**config.mk**
```make
export PLATFORM = sky130hd
export DESIGN_NAME = uart_rx_pkt_ctrl
export DESIGN_NICKNAME = d
export VERILOG_FILES = /design/src/rtl/uart_rx_pkt_ctrl.sv
export SDC_FILE = /design/constraint.sdc
export NUM_CORES = 1
export LEC_CHECK = 0
export CORE_AREA = 2 2 158 160
export CTS_CLUSTER_DIAMETER = 50
export CTS_CLUSTER_SIZE = 25
export DETAILED_ROUTE_END_ITERATION = 10
export DIE_AREA = 0 0 160 162
export MAX_ROUTING_LAYER = met4
export PLACE_DENSITY = 0.58
export SYNTH_ARGS = -nofsm -noshare
export SYNTH_HDL_FRONTEND = slang
export SYNTH_SLANG_ARGS = --single-unit
```
**constraint.sdc**
```tcl
create_clock -name clk -period 5.8 [get_ports clk]
set_input_delay 0.87 -clock clk [delete_from_list [all_inputs] [get_ports clk]]
set_output_delay 0.87 -clock clk [all_outputs]
set_load 0.05 [all_outputs]
```
**src/rtl/uart_rx_pkt_ctrl.sv**
```systemverilog
// uart_rx_pkt_ctrl: turns a UART byte stream into length-framed packets.
// Frame: SYNC_BYTE, length L (1..MAX_LEN), L payload bytes[, checksum].
// Accepted payloads are buffered and then streamed out over a valid/ready port.
// The receiver is disabled while a packet drains.
// Build option: define UART_RX_PKT_CKSUM_EN to add a trailing checksum byte.
// The checksum is the 8-bit sum of L and the payload bytes.
// Without it, a packet is accepted on its last payload byte.
module uart_rx_pkt_ctrl #(
  parameter int unsigned MAX_LEN        = 16,
  parameter logic [7:0]  SYNC_BYTE      = 8'hA5,
  parameter int unsigned TIMEOUT_CYCLES = 104160
) (
  input  logic        clk,
  input  logic        rst,
  input  logic        rx_valid,
  input  logic [7:0]  rx_data,
  input  logic        rx_break,
  output logic        rx_en,
  output logic        out_valid,
  input  logic        out_ready,
  output logic [7:0]  out_data,
  output logic        out_last,
  output logic        pkt_ok,
  output logic        pkt_err,
  output logic [1:0]  err_code,
  output logic [15:0] pkt_cnt,
  output logic [15:0] err_cnt
);

  localparam int unsigned IDX_W = (MAX_LEN > 1) ? $clog2(MAX_LEN) : 1;
  localparam int unsigned GAP_W = $clog2(TIMEOUT_CYCLES + 1);
  localparam logic [GAP_W-1:0] GAP_LAST = GAP_W'(TIMEOUT_CYCLES - 1);

  localparam logic [1:0] E_LEN     = 2'd0;
`ifdef UART_RX_PKT_CKSUM_EN
  localparam logic [1:0] E_CKSUM   = 2'd1;
`endif
  localparam logic [1:0] E_TIMEOUT = 2'd2;
  localparam logic [1:0] E_BREAK   = 2'd3;

  typedef enum logic [2:0] {
    S_IDLE    = 3'd0,
    S_LEN     = 3'd1,
    S_PAYLOAD = 3'd2,
`ifdef UART_RX_PKT_CKSUM_EN
    S_CKSUM   = 3'd3,
`endif
    S_DRAIN   = 3'd4
  } state_t;

  // Saturating increment used by the error counter.
  function automatic logic [15:0] sat_inc16(input logic [15:0] v);
    return (v == 16'hFFFF) ? v : v + 16'd1;
  endfunction

  state_t             state_q, state_d;
  logic [7:0]         len_m1_q, len_m1_d;
  logic [IDX_W-1:0]   idx_q, idx_d;
  logic [IDX_W-1:0]   rd_q, rd_d;
  logic [GAP_W-1:0]   gap_q, gap_d;
`ifdef UART_RX_PKT_CKSUM_EN
  logic [7:0]         sum_q, sum_d;
`endif
  logic               rx_en_q, rx_en_d;
  logic               out_valid_q, out_valid_d;
  logic               out_last_q, out_last_d;
  logic               pkt_ok_q, pkt_ok_d;
  logic               pkt_err_q, pkt_err_d;
  logic [1:0]         err_code_q, err_code_d;
  logic [15:0]        pkt_cnt_q, pkt_cnt_d;
  logic [15:0]        err_cnt_q, err_cnt_d;

  logic               in_pkt;
  logic               abort;
  logic [1:0]         abort_code;
  logic               accept;
  logic               buf_we;

  // Payload storage; contents are only read in DRAIN, so it carries no reset.
  logic [7:0]         pay_mem [MAX_LEN];

  // Next-state, counters and registered-output decode.
  always_comb begin
    state_d     = state_q;
    len_m1_d    = len_m1_q;
    idx_d       = idx_q;
    rd_d        = rd_q;
    gap_d       = gap_q;
`ifdef UART_RX_PKT_CKSUM_EN
    sum_d       = sum_q;
`endif
    pkt_ok_d    = 1'b0;
    pkt_err_d   = 1'b0;
    err_code_d  = err_code_q;
    pkt_cnt_d   = pkt_cnt_q;
    err_cnt_d   = err_cnt_q;
    abort       = 1'b0;
    abort_code  = E_LEN;
    accept      = 1'b0;
    buf_we      = 1'b0;
    in_pkt      = 1'b0;

    case (state_q)
      S_IDLE: begin
        if (rx_valid && (rx_data == SYNC_BYTE)) state_d = S_LEN;
      end
      S_LEN: begin
        in_pkt = 1'b1;
        if (rx_valid && !rx_break) begin
          if ((rx_data == 8'd0) || (rx_data > 8'(MAX_LEN))) begin
            abort      = 1'b1;
            abort_code = E_LEN;
          end else begin
            len_m1_d = rx_data - 8'd1;
            idx_d    = '0;
`ifdef UART_RX_PKT_CKSUM_EN
            sum_d    = rx_data;
`endif
            state_d  = S_PAYLOAD;
          end
        end
      end
      S_PAYLOAD: begin
        in_pkt = 1'b1;
        if (rx_valid && !rx_break) begin
          buf_we = 1'b1;
          idx_d  = idx_q + IDX_W'(1);
`ifdef UART_RX_PKT_CKSUM_EN
          sum_d  = sum_q + rx_data;
          if (8'(idx_q) == len_m1_q) state_d = S_CKSUM;
`else
          if (8'(idx_q) == len_m1_q) accept = 1'b1;
`endif
        end
      end
`ifdef UART_RX_PKT_CKSUM_EN
      S_CKSUM: begin
        in_pkt = 1'b1;
        if (rx_valid && !rx_break) begin
          if (rx_data == sum_q) begin
            accept = 1'b1;
          end else begin
            abort      = 1'b1;
            abort_code = E_CKSUM;
          end
        end
      end
`endif
      S_DRAIN: begin
        // out_valid is asserted throughout DRAIN, so out_ready alone completes a beat.
        if (out_ready) begin
          if (8'(rd_q) == len_m1_q) begin
            state_d = S_IDLE;
            rd_d    = '0;
          end else begin
            rd_d = rd_q + IDX_W'(1);
          end
        end
      end
      default: state_d = S_IDLE;
    endcase

    // Inter-byte gap supervision and BREAK abort, shared by all in-packet states.
    // A byte arriving on the expiry cycle clears the gap instead of timing out.
    if (in_pkt) begin
      if (rx_valid) begin
        gap_d = '0;
        if (rx_break) begin
          abort      = 1'b1;
          abort_code = E_BREAK;
        end
      end else if (gap_q == GAP_LAST) begin
        gap_d      = '0;
        abort      = 1'b1;
        abort_code = E_TIMEOUT;
      end else begin
        gap_d = gap_q + GAP_W'(1);
      end
    end else begin
      gap_d = '0;
    end

    if (abort) begin
      state_d    = S_IDLE;
      pkt_err_d  = 1'b1;
      err_code_d = abort_code;
      err_cnt_d  = sat_inc16(err_cnt_q);
    end else if (accept) begin
      state_d   = S_DRAIN;
      rd_d      = '0;
      pkt_ok_d  = 1'b1;
      pkt_cnt_d = pkt_cnt_q + 16'd1;
    end

    out_valid_d = (state_d == S_DRAIN);
    rx_en_d     = !out_valid_d;
    out_last_d  = out_valid_d && (8'(rd_d) == len_m1_d);
  end

  // FSM state, counters and registered outputs.
  always_ff @(posedge clk or posedge rst) begin
    if (rst) begin
      state_q     <= S_IDLE;
      len_m1_q    <= '0;
      idx_q       <= '0;
      rd_q        <= '0;
      gap_q       <= '0;
`ifdef UART_RX_PKT_CKSUM_EN
      sum_q       <= '0;
`endif
      rx_en_q     <= 1'b1;
      out_valid_q <= 1'b0;
      out_last_q  <= 1'b0;
      pkt_ok_q    <= 1'b0;
      pkt_err_q   <= 1'b0;
      err_code_q  <= '0;
      pkt_cnt_q   <= '0;
      err_cnt_q   <= '0;
    end else begin
      state_q     <= state_d;
      len_m1_q    <= len_m1_d;
      idx_q       <= idx_d;
      rd_q        <= rd_d;
      gap_q       <= gap_d;
`ifdef UART_RX_PKT_CKSUM_EN
      sum_q       <= sum_d;
`endif
      rx_en_q     <= rx_en_d;
      out_valid_q <= out_valid_d;
      out_last_q  <= out_last_d;
      pkt_ok_q    <= pkt_ok_d;
      pkt_err_q   <= pkt_err_d;
      err_code_q  <= err_code_d;
      pkt_cnt_q   <= pkt_cnt_d;
      err_cnt_q   <= err_cnt_d;
    end
  end

  // Payload capture.
  always_ff @(posedge clk) begin
    if (buf_we) pay_mem[idx_q] <= rx_data;
  end

  assign rx_en     = rx_en_q;
  assign out_valid = out_valid_q;
  assign out_last  = out_last_q;
  assign out_data  = out_valid_q ? pay_mem[rd_q] : 8'h00;
  assign pkt_ok    = pkt_ok_q;
  assign pkt_err   = pkt_err_q;
  assign err_code  = err_code_q;
  assign pkt_cnt   = pkt_cnt_q;
  assign err_cnt   = err_cnt_q;

endmodule

```
==> impl_metrics.ini <==
[setup_path]
r2r_start = state_q[1]$_DFF_PP0_
crit_required_ns = 4.93
crit_chain = buf_4, mux4_2, mux4_2, and2_1, clkdlybuf4s50_1
cp_max_fo = 14
crit_type = reg -> out
startpoint = rd_q[0]$_DFF_PP0_
crit_family = buffers and inverters
path_common_cell = mux4_2
cp_slowest_cell = clkdlybuf4s50_1
crit_buf_inv = 2
cp-start-kind = register
end_kind = output port
cp.arrival_ns = 3.36
crit_path_max_incr_delay_ns = 0.69

[cts]
path_clk_slew_ns = 0.06
h-tree-depth = 1
numCtsBuffers = 23
cts_root_buf = clkbuf_16
clkLatencyLatePin_ns = 0.51
clkSinkCount = 203
cts_buffer_depth = 3
hold_buffers = 0
cts_tree = built
ctsResizeCount = 0
cts_setup_buffers = 0

[detailed_routing]
wl_met2_um = 9155
drt-initial-drc-count = 362
ant_nets = 0
num_vias = 5180
met3WireLength_um = 1297
dr.pass1.iters = 5
routed_wl_um = 19250
met1_length_um = 8536
vias_per_cell = 5.149
drc_errors = 0
wire_per_inst_um = 19.13
dr.max_layer_used = met4

[layout]
syn_to_final_growth_pct = 19.87
postLayoutCoreUtil_pct = 44.18
fin_nets = 689
num_antenna_cells = 0
layout_commonest_cell = edfxtp_1
fin_cells = 1006
drive_gt1_share_pct = 16.28
mostFrequentLayoutCells = edfxtp_1, dfrtp_1, clkdlybuf4s50_1

[synthesis]
ys_seq_area_share_pct = 64.41
synth.avg_cell_area_um2 = 15.08
synth_edf_count = 128
synthMuxAreaShare_pct = 10.87
ys_warn_count = 0
synth-seq-cells = 203
synth-adder-area-share_pct = 1.549
syn_inst = 589
yosys.area_share.simple_pct = 12.23
yosys-top-cells-area = edfxtp_1, dfrtp_1, mux4_2
async_reset_ff_share_pct = 36.95
synth.distinct_cells = 58
syn_area_um2 = 8884
synth_top_area_cell = edfxtp_1
synth_top_family_by_area = simple AND/OR/NAND/NOR gates
synth_compound_area_share_pct = 3.014
synth.net_count = 613
synth_top_area_share_pct = 43.27
synth_ff_type = edfxtp_1
synth_xor_xnor_area_share_pct = 6.310

[power]
power_frac_seq_pct = 47.9
p_per_area_nw_per_um2 = 321.2
ir_drop_uv = 207.5
p_int_mw = 2.533
pwr-share-comb_pct = 10.5
power_frac_clock_pct = 41.7
switching_power_mw = 0.8868
p_sw_share_pct = 25.93
power_leakage_nw = 3.846

[sta]
tightestPinTransition_ns = 0.9896
max_freq_mhz = 236.5
setup_viol = 0
maxSlewViolCount = 0
fin_hold_ws_ns = 0.4690
min_period_over_period_pct = 72.90
period_minus_slack_ns = 4.228
fin_ws_ns = 1.572
tns_ns = 0
hold_viol_final = 0
skew_ns = 0.01295
rsz0062_at_grt = false
slew_headroom_pct = 33.13

[placement]
pre_cts_ws_ns = 1.899
port_buffers = 59
hpwl_um = 12650
placed_cells = 964
gp_congestion = 0.8760

[hold_path]
hp-start = pkt_cnt[15]$_DFFE_PP0P_
hp-class = reg -> reg

[global_route]
antenna_found_initial = 0
grt_overflow = 0
grt_pass1_wl_um = 31020
grt_pass1_vias = 5362
grtUsageTotal_pct = 15.80
grt_max_degree = 51

[floorplanning]
die_h_um = 162
num_rows = 57
dieWidth_um = 160
pin_count = 60
start_util_pct = 36.85
dieArea_um2 = 25920
core-area_um2 = 24110

[status]
status = finished, final reports clean

[flow_run]
drv_cap = 0
-- stage by stage --
step	power, mW	instance area [µm²]
final	3.420	10650
after global routing	3.563	10650
after CTS	3.467	10650
after detailed placement	2.025	9881
after global placement	2.019	9881
after floorplan	1.895	8884
-- power by group through the flow --
stage | Clock [mW] | Combinational, mW | Sequential, mW
2_1_floorplan | 0 | 0.182 | 1.71
3_3_place_gp | 0 | 0.354 | 1.67
3_5_place_dp | 0 | 0.358 | 1.67
4_1_cts | 1.47 | 0.362 | 1.64
5_1_grt | 1.53 | 0.390 | 1.65
6_report | 1.42 | 0.358 | 1.64
-- area by class of cell --
| type | instances | area [µm²] |
|---|---|---|
| well taps | 324 | 405.4 |
| fillers | 2186 | 13460 |
| inverters | 16 | 60.06 |
| multi-input cells | 351 | 3018 |
| repair buffers | 70 | 673.1 |
| clock inverters | 14 | 132.6 |
| clock buffers | 28 | 635.6 |
| flip-flops and latches | 203 | 5724 |
-- state kept, by name, indices dropped and copies added (netlist names), 2 cells and up --
name / flops
pay_mem: 128
gap_q: 17
err_cnt: 16
pkt_cnt: 16
len_m1_q: 8
idx_q: 4
rd_q: 4
state_q: 3
err_code: 2
-- cells in the mapped netlist, types with 2 or more instances --
library cell,n
nor3_1,14
mux4_2,40
ha_1,11
nand4_1,16
and2_1,23
a21oi_1,6
or3_1,7
nor2b_1,2
nand3_1,17
o211ai_1,3
clkbuf_1,11
or2_2,3
nor4_1,3
inv_1,16
buf_2,4
dfrtp_1,74
or4bb_1,2
nor3b_1,4
edfxtp_1,128
mux2i_1,2
mux2_2,4
nor4b_1,2
xor2_1,30
nor2_1,31
buf_1,3
and4_1,10
xnor2_1,34
o21ai_0,20
or3b_2,2
and3_1,7
nand2_1,30
o21a_1,3
nand2b_1,2
-- routing by layer --
metal | global-route usage [%] | vias to the layer above
met5 | - | -
met4 | 3.235 | 0
met3 | 3.013 | 20
met2 | 25.27 | 168
met1 | 21.34 | 2609
li1 | - | 2383
-- final timing paths --
kind | to | slack, ns | cells after the start
setup / recovery | out_data[1] | 1.57 | 5
hold / removal | pkt_cnt[15]$_DFFE_PP0P_ | 0.47 | 1
setup reg to reg | out_last$_DFF_PP0_ | 3.02 | 6
hold reg to reg | pkt_cnt[15]$_DFFE_PP0P_ | 0.47 | 1
max in group asynchronous | rd_q[1]$_DFF_PP0_ | 4.01 | 3
min in group asynchronous | err_cnt[12]$_DFFE_PP0P_ | 0.73 | 2
-- cells by family after synthesis --
kind of cell | count (synthesis)
compound gates | 42
xor+xnor | 64
fa+ha+maj | 11
buf+inv | 35
flops | 203
mux | 46
simple gates | 188
No activity file was read; power rests on OpenSTA's default activity.
